## config.mk

```make
export PLATFORM = sky130hd
export DESIGN_NAME = bus_arbiter_flat
export DESIGN_NICKNAME = d
export VERILOG_FILES = /design/src/rtl/bus_arbiter_if.sv /design/src/rtl/bus_arbiter.sv /design/src/flat_wrapper.sv
export SDC_FILE = /design/constraint.sdc
export NUM_CORES = 1
export LEC_CHECK = 0
export CAP_MARGIN = 10
export CORE_MARGIN = 2
export CORE_UTILIZATION = 30
export CTS_CLUSTER_SIZE = 40
export DETAILED_ROUTE_END_ITERATION = 8
export PLACE_DENSITY = 0.9
export SYNTH_ARGS = -nofsm -noshare
export SYNTH_HDL_FRONTEND = slang
export SYNTH_SLANG_ARGS = --single-unit
```

## constraint.sdc

```tcl
create_clock -name clk -period 2.62 [get_ports clk]
set_clock_uncertainty 0.2 [all_clocks]
set_input_delay 0.655 -clock clk [delete_from_list [all_inputs] [get_ports clk]]
set_output_delay 0.655 -clock clk [all_outputs]
set_load 0.01 [all_outputs]
```

## src/rtl/bus_arbiter_if.sv

```systemverilog
// Core-side and gpiomem-side signals of the two-master arbiter, bundled as one interface.
// The slave modport is the arbiter's view; the master modport is the cores/gpiomem view.
interface bus_arbiter_if #(
  parameter int unsigned DATA_W     = 8,
  parameter int unsigned ADDR_W     = 10,
  parameter int unsigned RAM_ADDR_W = 9
);
  logic                  core0_request;
  logic                  core0_grant;
  logic [DATA_W-1:0]     core0_data_in;
  logic [DATA_W-1:0]     core0_data_out;
  logic [ADDR_W-1:0]     core0_address;
  logic                  core0_rw;

  logic                  core1_request;
  logic                  core1_grant;
  logic [DATA_W-1:0]     core1_data_in;
  logic [DATA_W-1:0]     core1_data_out;
  logic [ADDR_W-1:0]     core1_address;
  logic                  core1_rw;

  logic [RAM_ADDR_W-1:0] RAM_address;
  logic [DATA_W-1:0]     RAM_data_in;
  logic [DATA_W-1:0]     RAM_data_out;
  logic                  rw;
  logic [1:0]            owner;

  modport slave (
    input  core0_request, core0_data_in, core0_address, core0_rw,
    output core0_grant, core0_data_out,
    input  core1_request, core1_data_in, core1_address, core1_rw,
    output core1_grant, core1_data_out,
    output RAM_address, RAM_data_in, rw, owner,
    input  RAM_data_out
  );

  modport master (
    output core0_request, core0_data_in, core0_address, core0_rw,
    input  core0_grant, core0_data_out,
    output core1_request, core1_data_in, core1_address, core1_rw,
    input  core1_grant, core1_data_out,
    input  RAM_address, RAM_data_in, rw, owner,
    output RAM_data_out
  );
endinterface

```

## src/rtl/bus_arbiter.sv

```systemverilog
// Round-robin arbiter and data-path mux giving core0/core1 exclusive access to gpiomem,
// with optional hold-time preemption and a one-cycle turnaround between owners.
module bus_arbiter #(
  parameter int unsigned DATA_W     = 8,
  parameter int unsigned ADDR_W     = 10,
  parameter int unsigned RAM_ADDR_W = 9,
  parameter int unsigned MAX_HOLD   = 16
) (
  input  logic          clk,
  input  logic          reset,
  bus_arbiter_if.slave  bus
);

  localparam int unsigned CNT_W = (MAX_HOLD < 2) ? 1 : $clog2(MAX_HOLD + 1);
  localparam logic [CNT_W-1:0] HOLD_MAX  = CNT_W'(MAX_HOLD);
  localparam logic [CNT_W-1:0] HOLD_LAST = (MAX_HOLD == 0) ? '0 : CNT_W'(MAX_HOLD - 1);
  localparam bit PREEMPT_EN = (MAX_HOLD != 0);

  typedef enum logic [1:0] {
    IDLE = 2'b00,
    OWN0 = 2'b01,
    OWN1 = 2'b10,
    TURN = 2'b11
  } state_t;

  state_t           state, state_next;
  logic             last, last_next;
  logic [CNT_W-1:0] hold_cnt, hold_next;
  logic             oor_q, oor_next;
  logic             oor0, oor1;
  logic             preempt0, preempt1;

  // Round-robin pick: on a tie the core that was not served last wins.
  function automatic state_t arbitrate(input logic r0, input logic r1, input logic lst);
    if (r0 && r1) return lst ? OWN0 : OWN1;
    if (r0)       return OWN0;
    if (r1)       return OWN1;
    return IDLE;
  endfunction

  always_comb begin
    oor0     = (bus.core0_address >> RAM_ADDR_W) != '0;
    oor1     = (bus.core1_address >> RAM_ADDR_W) != '0;
    preempt0 = PREEMPT_EN && bus.core1_request && (hold_cnt == HOLD_LAST);
    preempt1 = PREEMPT_EN && bus.core0_request && (hold_cnt == HOLD_LAST);
  end

  always_ff @(posedge clk) begin
    if (reset) begin
      state    <= IDLE;
      last     <= 1'b1;
      hold_cnt <= '0;
      oor_q    <= 1'b0;
    end else begin
      state    <= state_next;
      last     <= last_next;
      hold_cnt <= hold_next;
      oor_q    <= oor_next;
    end
  end

  always_comb begin
    state_next = state;
    last_next  = last;
    hold_next  = hold_cnt;
    case (state)
      IDLE, TURN: state_next = arbitrate(bus.core0_request, bus.core1_request, last);
      OWN0: begin
        if (!bus.core0_request || preempt0) begin
          state_next = TURN;
          last_next  = 1'b0;
        end else if (hold_cnt != HOLD_MAX) begin
          hold_next = hold_cnt + 1'b1;
        end
      end
      OWN1: begin
        if (!bus.core1_request || preempt1) begin
          state_next = TURN;
          last_next  = 1'b1;
        end else if (hold_cnt != HOLD_MAX) begin
          hold_next = hold_cnt + 1'b1;
        end
      end
      default: state_next = IDLE;
    endcase
    if ((state_next == OWN0 || state_next == OWN1) && state_next != state)
      hold_next = '0;
  end

  // Data path is a pure mux on the registered state; no owner means an all-zero bus.
  always_comb begin
    bus.core0_grant    = (state == OWN0);
    bus.core1_grant    = (state == OWN1);
    bus.RAM_address    = '0;
    bus.RAM_data_in    = '0;
    bus.rw             = 1'b0;
    bus.owner          = 2'b00;
    bus.core0_data_out = '0;
    bus.core1_data_out = '0;
    oor_next           = 1'b0;
    case (state)
      OWN0: begin
        bus.owner          = 2'b01;
        bus.RAM_address    = bus.core0_address[RAM_ADDR_W-1:0];
        bus.RAM_data_in    = bus.core0_data_in;
        bus.rw             = bus.core0_rw && !oor0;
        bus.core0_data_out = oor_q ? '0 : bus.RAM_data_out;
        oor_next           = oor0;
      end
      OWN1: begin
        bus.owner          = 2'b10;
        bus.RAM_address    = bus.core1_address[RAM_ADDR_W-1:0];
        bus.RAM_data_in    = bus.core1_data_in;
        bus.rw             = bus.core1_rw && !oor1;
        bus.core1_data_out = oor_q ? '0 : bus.RAM_data_out;
        oor_next           = oor1;
      end
      default: ;
    endcase
  end

  a_one_grant: assert property (@(posedge clk) !(bus.core0_grant && bus.core1_grant));
  a_no_idle_write: assert property (@(posedge clk)
    (state == IDLE || state == TURN) |-> !bus.rw);

endmodule
```

## src/flat_wrapper.sv

```systemverilog
// flat-port wrapper written by rule: the top's interface ports become plain ports
module bus_arbiter_flat 
#(
  parameter int unsigned DATA_W     = 8,
  parameter int unsigned ADDR_W     = 10,
  parameter int unsigned RAM_ADDR_W = 9,
  parameter int unsigned MAX_HOLD   = 16
)
  (clk, reset, bus_core0_request, bus_core0_data_in, bus_core0_address, bus_core0_rw, bus_core0_grant, bus_core0_data_out, bus_core1_request, bus_core1_data_in, bus_core1_address, bus_core1_rw, bus_core1_grant, bus_core1_data_out, bus_RAM_address, bus_RAM_data_in, bus_rw, bus_owner, bus_RAM_data_out);
  bus_arbiter_if #(.DATA_W(DATA_W), .ADDR_W(ADDR_W), .RAM_ADDR_W(RAM_ADDR_W)) bus_i ();
  input  logic clk;
  input  logic reset;
  input wire logic [$bits(bus_i.core0_request)-1:0] bus_core0_request;
  input wire logic [$bits(bus_i.core0_data_in)-1:0] bus_core0_data_in;
  input wire logic [$bits(bus_i.core0_address)-1:0] bus_core0_address;
  input wire logic [$bits(bus_i.core0_rw)-1:0] bus_core0_rw;
  output wire logic [$bits(bus_i.core0_grant)-1:0] bus_core0_grant;
  output wire logic [$bits(bus_i.core0_data_out)-1:0] bus_core0_data_out;
  input wire logic [$bits(bus_i.core1_request)-1:0] bus_core1_request;
  input wire logic [$bits(bus_i.core1_data_in)-1:0] bus_core1_data_in;
  input wire logic [$bits(bus_i.core1_address)-1:0] bus_core1_address;
  input wire logic [$bits(bus_i.core1_rw)-1:0] bus_core1_rw;
  output wire logic [$bits(bus_i.core1_grant)-1:0] bus_core1_grant;
  output wire logic [$bits(bus_i.core1_data_out)-1:0] bus_core1_data_out;
  output wire logic [$bits(bus_i.RAM_address)-1:0] bus_RAM_address;
  output wire logic [$bits(bus_i.RAM_data_in)-1:0] bus_RAM_data_in;
  output wire logic [$bits(bus_i.rw)-1:0] bus_rw;
  output wire logic [$bits(bus_i.owner)-1:0] bus_owner;
  input wire logic [$bits(bus_i.RAM_data_out)-1:0] bus_RAM_data_out;
  assign bus_i.core0_request = bus_core0_request;
  assign bus_i.core0_data_in = bus_core0_data_in;
  assign bus_i.core0_address = bus_core0_address;
  assign bus_i.core0_rw = bus_core0_rw;
  assign bus_core0_grant = bus_i.core0_grant;
  assign bus_core0_data_out = bus_i.core0_data_out;
  assign bus_i.core1_request = bus_core1_request;
  assign bus_i.core1_data_in = bus_core1_data_in;
  assign bus_i.core1_address = bus_core1_address;
  assign bus_i.core1_rw = bus_core1_rw;
  assign bus_core1_grant = bus_i.core1_grant;
  assign bus_core1_data_out = bus_i.core1_data_out;
  assign bus_RAM_address = bus_i.RAM_address;
  assign bus_RAM_data_in = bus_i.RAM_data_in;
  assign bus_rw = bus_i.rw;
  assign bus_owner = bus_i.owner;
  assign bus_i.RAM_data_out = bus_RAM_data_out;
  bus_arbiter #(.DATA_W(DATA_W), .ADDR_W(ADDR_W), .RAM_ADDR_W(RAM_ADDR_W), .MAX_HOLD(MAX_HOLD)) u_core (.clk(clk), .reset(reset), .bus(bus_i));
endmodule
```

# --- Word-level counts from Yosys, hierarchy flattened ---
# Index checks and enable logic that the tools add are counted.
word_totals:
  elab_cells: 70
  reg_bits: 9
  in_bits: 50
  output_inout_bits: 38
classes:
  addsub: 1
  n_eq_ne: 12
  n_reduce_logical: 19
  n_mux: 34
ops:
  columns: ["op", "n"]
  rows:
  - ["two-way mux 8 bit", 3]
  - ["two-way mux 2 bit", 9]
  - ["case mux 9 bit (2 select lines)", 1]
  - ["case mux 8 bit (2 select lines)", 1]
  - ["two-way mux 5 bit", 3]
  - ["two-way mux 1 bit", 11]
  - ["case mux 5 bit (2 select lines)", 1]
  - ["== test 2 bit (second input constant)", 3]
  - ["logical AND 1 bit", 6]
  - ["case mux 1 bit (2 select lines)", 3]
  - ["case mux 2 bit (3 select lines)", 1]
  - ["AND reduction 3 bit", 2]
  - ["adder 5 x 1 -> 5 bit (second input constant)", 1]
  - ["== test 5 x 4 -> 1 bit (second input constant)", 1]
  - ["!= test 5 bit (second input constant)", 1]
  - ["== test 2 x 1 -> 1 bit (second input constant)", 2]
  - ["logical NOT 1 bit", 4]
  - ["!= test 2 x 1 -> 1 bit (second input constant)", 2]
  - ["!= test 2 bit (second input constant)", 2]
  - ["case mux 2 bit (2 select lines)", 1]
  - ["OR reduction 2 bit", 2]
  - ["logical OR 1 bit", 3]
  - ["logical NOT 2 bit", 1]
  - ["!= test 2 bit", 1]
  - ["nonzero test 2 bit", 1]

# --- Longest topological paths before layout ---
logic_depth:
  word_depth: 16
  depth_mapped: 8
  mapped_depth_nobuf: 8

# --- Least setup slack after synthesis ---
# OpenSTA, ideal clock, no wires.
synth_timing:
  kind: "register to output"
  start: "register u_core.state[1]"
  end: "output bus_RAM_address[0]"
  stages_incl_launch_ff: 7
  arrival_ps: 1565
  required_time_ps: 1765
  setup_slack_ps: 200
  path_buffers: 2
  path_cell_list: "dfxtp_1 > inv_1 > ha_1 > clkbuf_1 > buf_1 > a22oi_1 > nor2_1"
synth_via:
  elab_chain_cells: 2
  elab_cells_between_ends: 3
  cone_classes: "eq/ne (2); mux (1)"
synth_lines:
  columns: ["element", "line", "source"]
  rows:
  - ["start, declared", "bus_arbiter.sv:26", "state_t state, state_next;"]
  - ["start signal, assigned", "bus_arbiter.sv:55", "state <= state_next;"]
  - ["== test 2 x 1 -> 1 bit", null, null]
  - ["named net bus_core0_grant", "flat_wrapper.sv:17", "output wire logic [$bits(bus_i.core0_grant)-1:0] bus_core0_grant;"]
  - ["case mux 9 bit (2 select lines)", "bus_arbiter.sv:101", "case (state)"]
  - ["end, declared", "flat_wrapper.sv:25", "output wire logic [$bits(bus_i.RAM_address)-1:0] bus_RAM_address;"]
# The timed path passes the listed nets, and every way through them passes these cells.

# --- Worst setup path in the final report ---
layout_timing:
  start: "input bus_core1_address[9]"
  end: "output bus_rw"
layout_via:
  elab_chain_cells: 3
layout_lines:
  columns: ["element", "line", "source"]
  rows:
  - ["start, declared", "flat_wrapper.sv:21", "input wire logic [$bits(bus_i.core1_address)-1:0] bus_core1_address;"]
  - ["logical NOT 1 bit", "bus_arbiter.sv:114", "bus.rw = bus.core1_rw && !oor1;"]
  - ["logical AND 1 bit", "bus_arbiter.sv:114", null]
  - ["case mux 1 bit (2 select lines)", "bus_arbiter.sv:101", null]
  - ["end, declared", "flat_wrapper.sv:27", "output wire logic [$bits(bus_i.rw)-1:0] bus_rw;"]
# Every way passes these cells.

==> flow_summary.json <==
{
  "post-route-drc-count": 0,
  "grt_pass1_vias": 1162,
  "port_buffers": 87,
  "drive_gt1_frac": 0.138,
  "fmax_mhz": 389,
  "cp_cell_sequence": "clkdlybuf4s50_1, nand3b_1, a21oi_1, dlygate4sd2_1",
  "timing.slew.headroom": 0.796,
  "power.leakage_nw": 1.02,
  "final_common_cell": "clkdlybuf4s50_1",
  "grt_usage": 0.191,
  "h-tree-depth": 1,
  "final_hold_viol_count": 0,
  "layout_min_cycle_time_ns": 2.57,
  "cts_sinks": 9,
  "io_pins": 88,
  "synth-async-reset-ratio": 0,
  "cts-root-buf": "clkbuf_4",
  "start_util": 0.307,
  "hold_class": "flop to flop",
  "grt_pass1_wl_um": 5240,
  "num_vias": 1292,
  "clkLatencyLatePin_ns": 0.28,
  "synth-edff-count": 0,
  "gr-total-overflow": 0,
  "syn_area_per_cell_sq_um": 7.38,
  "cp_slowest_cell": "clkdlybuf4s50_1",
  "vdd_ir_drop_max_v": 0.000368,
  "synth_area_sq_um": 915,
  "synthFlopType": "dfxtp_1",
  "instances_no_fill": 257,
  "drtIter0Drc": 32,
  "die_h_um": 59.2,
  "finalWirelength_um": 3500,
  "fin_area_sq_um": 1950,
  "chipWidth_um": 59.2,
  "end_kind": "primary output",
  "clockBufferDepth": 2,
  "grt_max_degree": 18,
  "vias_per_cell": 5.03,
  "place_hpwl_um": 2770,
  "syn_to_final_growth_pct": 114,
  "slowest_delay_ns": 0.42,
  "drt_first_pass_iters": 4,
  "core_area_sq_um": 2980,
  "gp_congestion": 0.759,
  "cts_tree": "done",
  "critical_path_class": "input port to primary output",
  "worstSetupStartpointType": "input port",
  "finalNetCount": 280,
  "status": "finished, final reports clean",
  "synth_nets": 179,
  "rows": 20,
  "final_cell_mix": "53 x clkdlybuf4s50_1, 27 x dlygate4sd2_1, 19 x nor2_1",
  "cts_buffers": 3,
  "cap_violations": 0,
  "powerDensity_nw_per_um2": 409,
  "synth_warnings": 0,
  "crit_path_max_fanout": 2,
  "drv_slew": 0,
  "die_area_sq_um": 3510,
  "setup_ws_ns": 0.0517,
  "r2r_slack_ns": 0.36,
  "num-fill-cells": 268,
  "grt_antenna_before_repair": 0,
  "synth_cell_types": 32,
  "ys_ff_latch": 9,
  "post_drt_wl_per_cell_um": 13.6,
  "tightest_slew_ns": 0.302,
  "rsz0062_at_grt": "no",
  "postRouteAntennaNets": 0,
  "place_area_sq_um": 1910,
  "antenna_cells": 0,
  "ys_seq_area_frac": 0.197,
  "clkTransAtPathRegs_ns": 0.06,
  "setup_viol": 0,
  "required_ns": 1.76,
  "dp_cells": 250,
  "syn_inst": 124,
  "crit_arrival_ns": 1.71,
  "finalCritPeriodShare": 0.980,
  "place_ws_ns": -0.218,
  "cts_hold_buffers": 0
}
==> worst paths after layout <==
path                             end  cells past startpoint            startpoint
setup / recovery              bus_rw                      4  bus_core1_address[9]
hold / removal    u_core.hold_cnt[1]                      2    u_core.hold_cnt[1]
setup reg to reg  u_core.hold_cnt[4]                      8    u_core.hold_cnt[0]
hold reg to reg   u_core.hold_cnt[1]                      2    u_core.hold_cnt[1]
==> cells in the mapped netlist (2+ instances only) <==
cell      instances  area [sq um]
buf_4             2          15.0
nand2_1           4          15.0
buf_1             2          7.51
and2_1           16           100
ha_1              5          62.6
o21bai_1          2          15.0
nor2b_1           3          18.8
a211oi_2          2          25.0
a22oi_1          18           135
nand3_1           4          20.0
nor2_1           19          71.3
clkbuf_1          4          15.0
nor3_1            5          25.0
nand2b_1          2          12.5
dfxtp_1           9           180
a31oi_1           2          12.5
a21oi_1           2          10.0
inv_1             6          22.5
xor2_1            2          17.5
and3_1            2          12.5
nand3b_1          2          15.0
==> where the power goes <==
group | leakage, nW | internal [mW] | switching [mW]
Sequential | 0.0736 | 0.153 | 0.0120
Combinational | 0.927 | 0.285 | 0.237
Clock | 0.0150 | 0.0590 | 0.0536
Total | 1.02 | 0.496 | 0.303
==> per-layer routing <==
metal | vias up | part of all wire | global-route usage
met2 | 57 | 0.51 | 0.338
met1 | 588 | 0.40 | 0.227
met4 | 0 | 0.0097 | 0.0357
li1 | 641 | - | -
met5 | - | 0 | 0
met3 | 6 | 0.076 | 0.0590
==> cell families (layout without fill, tap and decap cells) <==
kind of cell,Yosys count,count (layout),synth area share
AND/OR/NAND/NOR,60,60,0.346
AO/OA/AOI/OAI,31,31,0.267
flip-flops,9,9,0.197
multiplexers,2,2,0.0274
adder cells (fa/ha/maj),5,5,0.0684
buffers and inverters,14,114,0.0657
XOR/XNOR,3,3,0.0287
==> flip-flops by register name, indices dropped and copies added (netlist names) <==
name / cells
u_core.oor_q: 1
u_core.hold_cnt: 5
u_core.last: 1
u_core.state: 2
==> timing repair <==
action / in CTS / in global routing
cloned: 0 / 1
buffers inserted: 0 / 2
resized for setup: 31 / 9
setup endpoints to repair: 34 / 8
==> critical path, delay by kind of cell <==
family	cells	cell delay, ns
AOI/OAI and AO/OA	1	0.18
and+or+nand+nor	1	0.17
buffers and inverters	2	0.71
==> layout make-up <==
cell class                 instances  area (sq um)  share of cell area
multi-input combinational        101           687               0.351
tap                               33          41.3              0.0211
timing repair buffer             104           996               0.510
inverter                           6          22.5              0.0115
sequential                         9           181              0.0928
clock buffer                       4          26.3              0.0134
==> through the flow <==
| step | utilization | total power [mW] | setup TNS, ns | hold WS (ns) |
|---|---|---|---|---|
| after global placement | 0.640 | 0.694 | -1.03 | 0.337 |
| after floorplan | - | 0.421 | 0 | 0.303 |
| after CTS | 0.642 | 0.794 | 0 | 0.369 |
| after global routing | 0.656 | 0.862 | 0 | 0.410 |
| final | 0.656 | 0.799 | 0 | 0.374 |
| after detailed placement | 0.640 | 0.700 | -1.34 | 0.349 |
No activity file was read; power rests on OpenSTA's default activity.
==> patch 1: new RTL, config.mk and constraints unchanged <==
`DATA_W` is set to 8 in 3 places; all go to 7.
--- a/src/rtl/bus_arbiter_if.sv
+++ b/src/rtl/bus_arbiter_if.sv
@@ -1,7 +1,7 @@
 // Core-side and gpiomem-side signals of the two-master arbiter, bundled as one interface.
 // The slave modport is the arbiter's view; the master modport is the cores/gpiomem view.
 interface bus_arbiter_if #(
-  parameter int unsigned DATA_W     = 8,
+  parameter int unsigned DATA_W     = 7,
   parameter int unsigned ADDR_W     = 10,
   parameter int unsigned RAM_ADDR_W = 9
 );
--- a/src/rtl/bus_arbiter.sv
+++ b/src/rtl/bus_arbiter.sv
@@ -1,7 +1,7 @@
 // Round-robin arbiter and data-path mux giving core0/core1 exclusive access to gpiomem,
 // with optional hold-time preemption and a one-cycle turnaround between owners.
 module bus_arbiter #(
-  parameter int unsigned DATA_W     = 8,
+  parameter int unsigned DATA_W     = 7,
   parameter int unsigned ADDR_W     = 10,
   parameter int unsigned RAM_ADDR_W = 9,
   parameter int unsigned MAX_HOLD   = 16
--- a/src/flat_wrapper.sv
+++ b/src/flat_wrapper.sv
@@ -1,7 +1,7 @@
 // flat-port wrapper written by rule: the top's interface ports become plain ports
 module bus_arbiter_flat 
 #(
-  parameter int unsigned DATA_W     = 8,
+  parameter int unsigned DATA_W     = 7,
   parameter int unsigned ADDR_W     = 10,
   parameter int unsigned RAM_ADDR_W = 9,
   parameter int unsigned MAX_HOLD   = 16
Ports: changed (6 resized); port bits go from 88 to 82. The function was not compared with the original's and may differ.
==> patch 1 against the unedited design <==
  * The run now ends with DRC left
  * Combinational power grew 3%
  * Power rose by 3.0%
  * Sequential cell count unchanged
  * Synthesized area down 1.9%
  * Final cell count decreased by 5.8%
  * Design area shrank 2.1%
  * Setup slack got worse by 0.024 ns
  * Wire length grew 3.6%
  * Critical path type is now register to primary output
  * Critical endpoint is now bus_RAM_address[4]
  * Largest cell class unchanged
==> patch 1: results (changes against the unedited design) <==
[critical_path]
worstPathArrival_ns = 1.74  ; +0.03 ns
cp_slowest_stage_delay_ns = 0.39  ; -0.03 ns
crit_fanout = 8  ; +6
critPathSlowestCell = dfxtp_4

[detailed_routing]
drt_iter0_markers = 54  ; +69%
via_per_inst = 5.08  ; +1.1%
wl_per_cell_um = 15.0  ; +10%
first_pass_iters = 6  ; +2
route.detailed.drc = 7  ; +7

[placed_design]
io_buffers = 81  ; -6.9%
gp_congestion = 0.798  ; +5.1%
pre_cts_ws_ns = -0.169  ; +0.0498 ns
dpl-instance-area_mm2 = 0.00177  ; -7.2%
dp_hpwl_um = 2630  ; -5.2%

[power_and_ir_drop]
leakagePower_nw = 0.931  ; -8.3%
p_switching_mw = 0.322  ; +6.2%
vdd_drop_max_mv = 0.262  ; -29%

[min_path]
worstHoldPathType = register to register

[cts]
clk_latency_ns = 0.27
htreeDepth = 1  ; unchanged
root_buffer = clkbuf_4
clk_path_buf_depth = 2  ; unchanged
cts.reportedPaths.clkPinSlew_ns = 0.07
cts_made_buffers = 3  ; unchanged

[synthesis]
yosysSeqAreaShare_pct = 20.1  ; +0.38 points
ys_warn_count = 0  ; unchanged
syn-num-nets = 171  ; -4.5%
synth-edff-count = 0  ; unchanged
ys_async_sr_fraction_pct = 0  ; unchanged
ys_types = 30  ; -6.3%
synth_top_flop_cell = dfxtp_1
synth_common_cells = nor2_1 (20), a22oi_1 (18), and2_1 (14)
synth_area_leaders = dfxtp_1 (20%), a22oi_1 (15%), and2_1 (9.8%)

[sta]
hold_viol = 0  ; unchanged
worst_slew_pin_slew_ns = 0.293  ; -0.00895 ns

[global_route]
grt_pass1_wl_um = 5130  ; -2.1%
antenna_found_initial = 0  ; unchanged
grt_max_degree = 19  ; +1
grt_usage_pct = 19.3  ; +0.19 points
grt_pass1_vias = 1136  ; -2.2%

[layout]
drive_gt1_share_pct = 18.5  ; +4.6 points
nNetsFinal = 264  ; -5.7%
top_regs = u_core.hold_cnt x5, u_core.state x2
antenna_cells = 0  ; unchanged
num-fill-cells = 245  ; -8.6%

[outcome]
status = finished with violations
violations = DRC

patch 1: worst max-delay path: cells and delay by family, from the launching register on:
| family | cells | cell delay, ns |
|---|---|---|
| AND/OR/NAND/NOR | 1 | 0.06 |
| AO/OA/AOI/OAI | 1 | 0.18 |
| buffers and inverters | 4 | 0.63 |
| adder cells (fa/ha/maj) | 1 | 0.20 |
| flip-flops | 1 | 0.39 |
patch 1: worst paths after layout:
path                      start            endpoint  slack [ns]  depth (start not counted)
min          u_core.hold_cnt[3]  u_core.hold_cnt[3]        0.35                          2
max reg2reg  u_core.hold_cnt[0]  u_core.hold_cnt[1]        0.42                          8
min reg2reg  u_core.hold_cnt[3]  u_core.hold_cnt[3]        0.35                          2
max             u_core.state[0]  bus_RAM_address[4]        0.03                          7
patch 1: through the flow:
stage / instances / total power, mW / hold WS, ns / utilization [%]
after global routing: 242 / 0.881 / 0.392 / 68.2
after CTS: 238 / 0.786 / 0.348 / 64.9
after detailed placement: 231 / 0.669 / 0.328 / 63.1
final: 242 / 0.823 / 0.350 / 68.2
after global placement: 231 / 0.660 / 0.312 / 63.1
after floorplan: 119 / 0.437 / 0.286 / -
patch 1: cells by family after synthesis:
group | count (synthesis) | synth area share, %
buf+inv | 13 | 6.28
flops | 9 | 20.1
fa+ha+maj | 5 | 6.97
compound gates | 35 | 31.7
mux | 1 | 1.12
simple gates | 53 | 31.0
xor+xnor | 3 | 2.93
patch 1: final cells by class:
cell class	count	area, um^2	area share [%]
timing repair buffer	96	915	47.8
multi-input combinational	97	731	38.2
sequential	9	184	9.61
tap	31	38.8	2.03
clock buffer	4	26.3	1.37
inverter	5	18.8	0.981
patch 1: layer usage:
metal | global-route usage (%) | share of wire [%] | vias up
met5 | 0 | 0 | -
met4 | 4.87 | 1.6 | 0
met3 | 4.18 | 6.4 | 7
met2 | 38.8 | 55 | 47
met1 | 19.8 | 37 | 569
li1 | - | - | 607
patch 1: power groups by stage:
stage	combinational [mW]	sequential (mW)	clock, mW
4_1_cts	0.499	0.172	0.114
5_1_grt	0.580	0.177	0.124
3_5_place_dp	0.496	0.174	0
6_report	0.537	0.175	0.111
2_1_floorplan	0.268	0.169	0
3_3_place_gp	0.488	0.172	0
patch 1: repair_timing:
action | in CTS | in global routing
endpoints found under the hold margin | 0 | 0
setup endpoints to repair | 31 | 18
resized for setup | 35 | 19
pin swaps | 0 | 0
setup buffers | 3 | 4
==> patch 2: new RTL, config.mk and constraints unchanged <==
Without the edit above. Re-encode `state_t` (4 states) as one-hot, 4 bits wide.
--- a/src/rtl/bus_arbiter.sv
+++ b/src/rtl/bus_arbiter.sv
@@ -16,11 +16,11 @@
   localparam logic [CNT_W-1:0] HOLD_LAST = (MAX_HOLD == 0) ? '0 : CNT_W'(MAX_HOLD - 1);
   localparam bit PREEMPT_EN = (MAX_HOLD != 0);
 
-  typedef enum logic [1:0] {
-    IDLE = 2'b00,
-    OWN0 = 2'b01,
-    OWN1 = 2'b10,
-    TURN = 2'b11
+  typedef enum logic [3:0] {
+    IDLE = 4'b0001,
+    OWN0 = 4'b0010,
+    OWN1 = 4'b0100,
+    TURN = 4'b1000
   } state_t;
 
   state_t           state, state_next;
Check against the original RTL: same outputs for any inputs over 10 cycles, from zero or initial values and one cycle with reset high; not proved beyond that.
==> patch 2 against the unedited design <==
  * Via count rose by 10%
  * Wire length rose by 23%
  * Synthesized area rose by 15%
  * Largest cell class unchanged
  * Design area rose by 3.5%
  * Sequential cell count rose by 2
  * Setup slack got worse by 0.013 ns
Power is not compared: it rests on default switching activity, and its combinational part moved more than twofold at a synthesized area within 25%.
==> patch 2: results (changes against the unedited design) <==
[layout]
stdcell_count = 288  ; +12%
multi_input_comb_cells = 109  ; +7.9%
n_all_inverters = 13  ; +7
multi_input_area_share_pct = 36.5  ; +1.4 points
num-fill-cells = 301  ; +12%
nNetsFinal = 296  ; +5.7%
clock_area_share_pct = 1.30  ; -0.045 points
antenna_cells = 0  ; unchanged
clkbuf_count = 4  ; unchanged
nonClockBufferCount = 105  ; +0.96%
buffer_area_share_pct = 45.5  ; -5.5 points
area_growth_pct = 92.8
top_regs = u_core.hold_cnt x5, u_core.state x4
seq_area_share_pct = 10.9  ; +1.6 points
drive_gt1_share_pct = 21.9  ; +8.1 points

[cts]
htreeDepth = 1  ; unchanged
cts_made_buffers = 3  ; unchanged
cts.reportedPaths.clkPinSlew_ns = 0.07
clk_latency_ns = 0.26  ; -0.02 ns
clock_sinks = 11  ; +2
clk_path_buf_depth = 2  ; unchanged

[critical_path]
crit_fanout = 12  ; +10
r2r_cells = 9  ; +1
r2r_end = u_core.hold_cnt[3]
r2r_slack_ns = 0.57  ; +0.21 ns
r2r-start = u_core.state[0]

[global_route]
grt_max_degree = 21  ; +3
grt_pass1_vias = 1343  ; +16%
grt_pass1_wl_um = 6620  ; +26%
grt_usage_pct = 20.6  ; +1.5 points
antenna_found_initial = 0  ; unchanged

[sta]
whs_ns = 0.331  ; -0.0431 ns
fin_tns_setup_ns = 0  ; unchanged
drv_slew = 0  ; unchanged
worst_slew_pin_slew_ns = 0.345  ; +0.0434 ns

[synthesis]
ys_types = 43  ; +34%
yosysSeqAreaShare_pct = 21.0  ; +1.3 points
synth_common_cells = nor2_1 (28), a22o_1 (17), dfxtp_1 (11), inv_1 (11), nand2b_1 (11)
ys_async_sr_fraction_pct = 0  ; unchanged
syn-num-nets = 195  ; +8.9%
synth_area_leaders = dfxtp_1 (21%), a22o_1 (14%), nor2_1 (10%)
syn_inst = 142  ; +15%

[detailed_routing]
wl_per_cell_um = 15.0  ; +10%
vias = 1426  ; +10%
drt_iter0_markers = 71  ; +120%
first_pass_iters = 4  ; unchanged

[min_path]
holdPathEnd = u_core.hold_cnt[2]
worstHoldPathType = register to register
hold_start = u_core.hold_cnt[2]

[placed_design]
gp_congestion = 0.857  ; +13%
dpl.cell_count = 281  ; +12%
dpl-instance-area_mm2 = 0.00206  ; +8.0%
dp_hpwl_um = 3270  ; +18%
pre_cts_ws_ns = -0.134  ; +0.0843 ns

[outcome]
status = completed

[power_and_ir_drop]
leakagePower_nw = 0.946

[floorplan]
die_area_mm2 = 0.00398  ; +14%

-- patch 2: cell families after synthesis --
| kind of cell | synth area share [%] |
|---|---|
| DFF | 21.0 |
| and+or+nand+nor | 30.4 |
| muxes | 2.98 |
| buffers and inverters | 9.07 |
| adders and majority gates | 3.58 |
| AOI/OAI and AO/OA | 31.3 |
| xor gates and xnor gates | 1.67 |
-- patch 2: power groups by stage --
stage               Sequential (mW)  Clock [mW]  Combinational, mW
floorplan                     0.183           0              0.100
finish                        0.178       0.114              0.235
CTS                           0.178       0.117              0.236
global placement              0.181           0              0.236
global route                  0.179       0.120              0.255
detailed placement            0.182           0              0.241
-- patch 2: how the worst max path moves through the flow --
stage | cells past startpoint | start | endpoint | slack (ns)
2_1_floorplan | 4 | u_core.state[1] | bus_rw | 0.29
3_3_place_gp | 4 | bus_core1_address[9] | bus_rw | -0.13
3_5_place_dp | 4 | bus_core1_address[9] | bus_rw | -0.13
4_1_cts | 5 | u_core.state[1] | bus_RAM_data_in[5] | 0.003
5_1_grt | 4 | u_core.state[0] | bus_core1_data_out[5] | -0.005
6_report | 4 | u_core.state[0] | bus_core1_data_out[5] | 0.04
-- patch 2: routing by layer --
layer | global-route usage [%] | up-vias | share of wire, %
met4 | 6.67 | 0 | 0.56
met1 | 24.0 | 667 | 40
met3 | 3.21 | 2 | 6.2
met5 | 0 | - | 0
li1 | - | 708 | -
met2 | 38.0 | 49 | 53
-- patch 2: timing repair --
item / 4_1_cts / 5_1_grt
endpoints found under the setup margin: 38 / 22
gates resized for setup: 67 / 30
setup buffers: 0 / 1
gates cloned: 0 / 2
pin swaps: 0 / 1
-- patch 2: worst max-delay path, stage by stage, from the launching register on --
cell and delay [ns]:
dfxtp_1 0.31, or4b_4 0.57, buf_4 0.20, nor2_1 0.09, dlygate4sd2_1 0.28
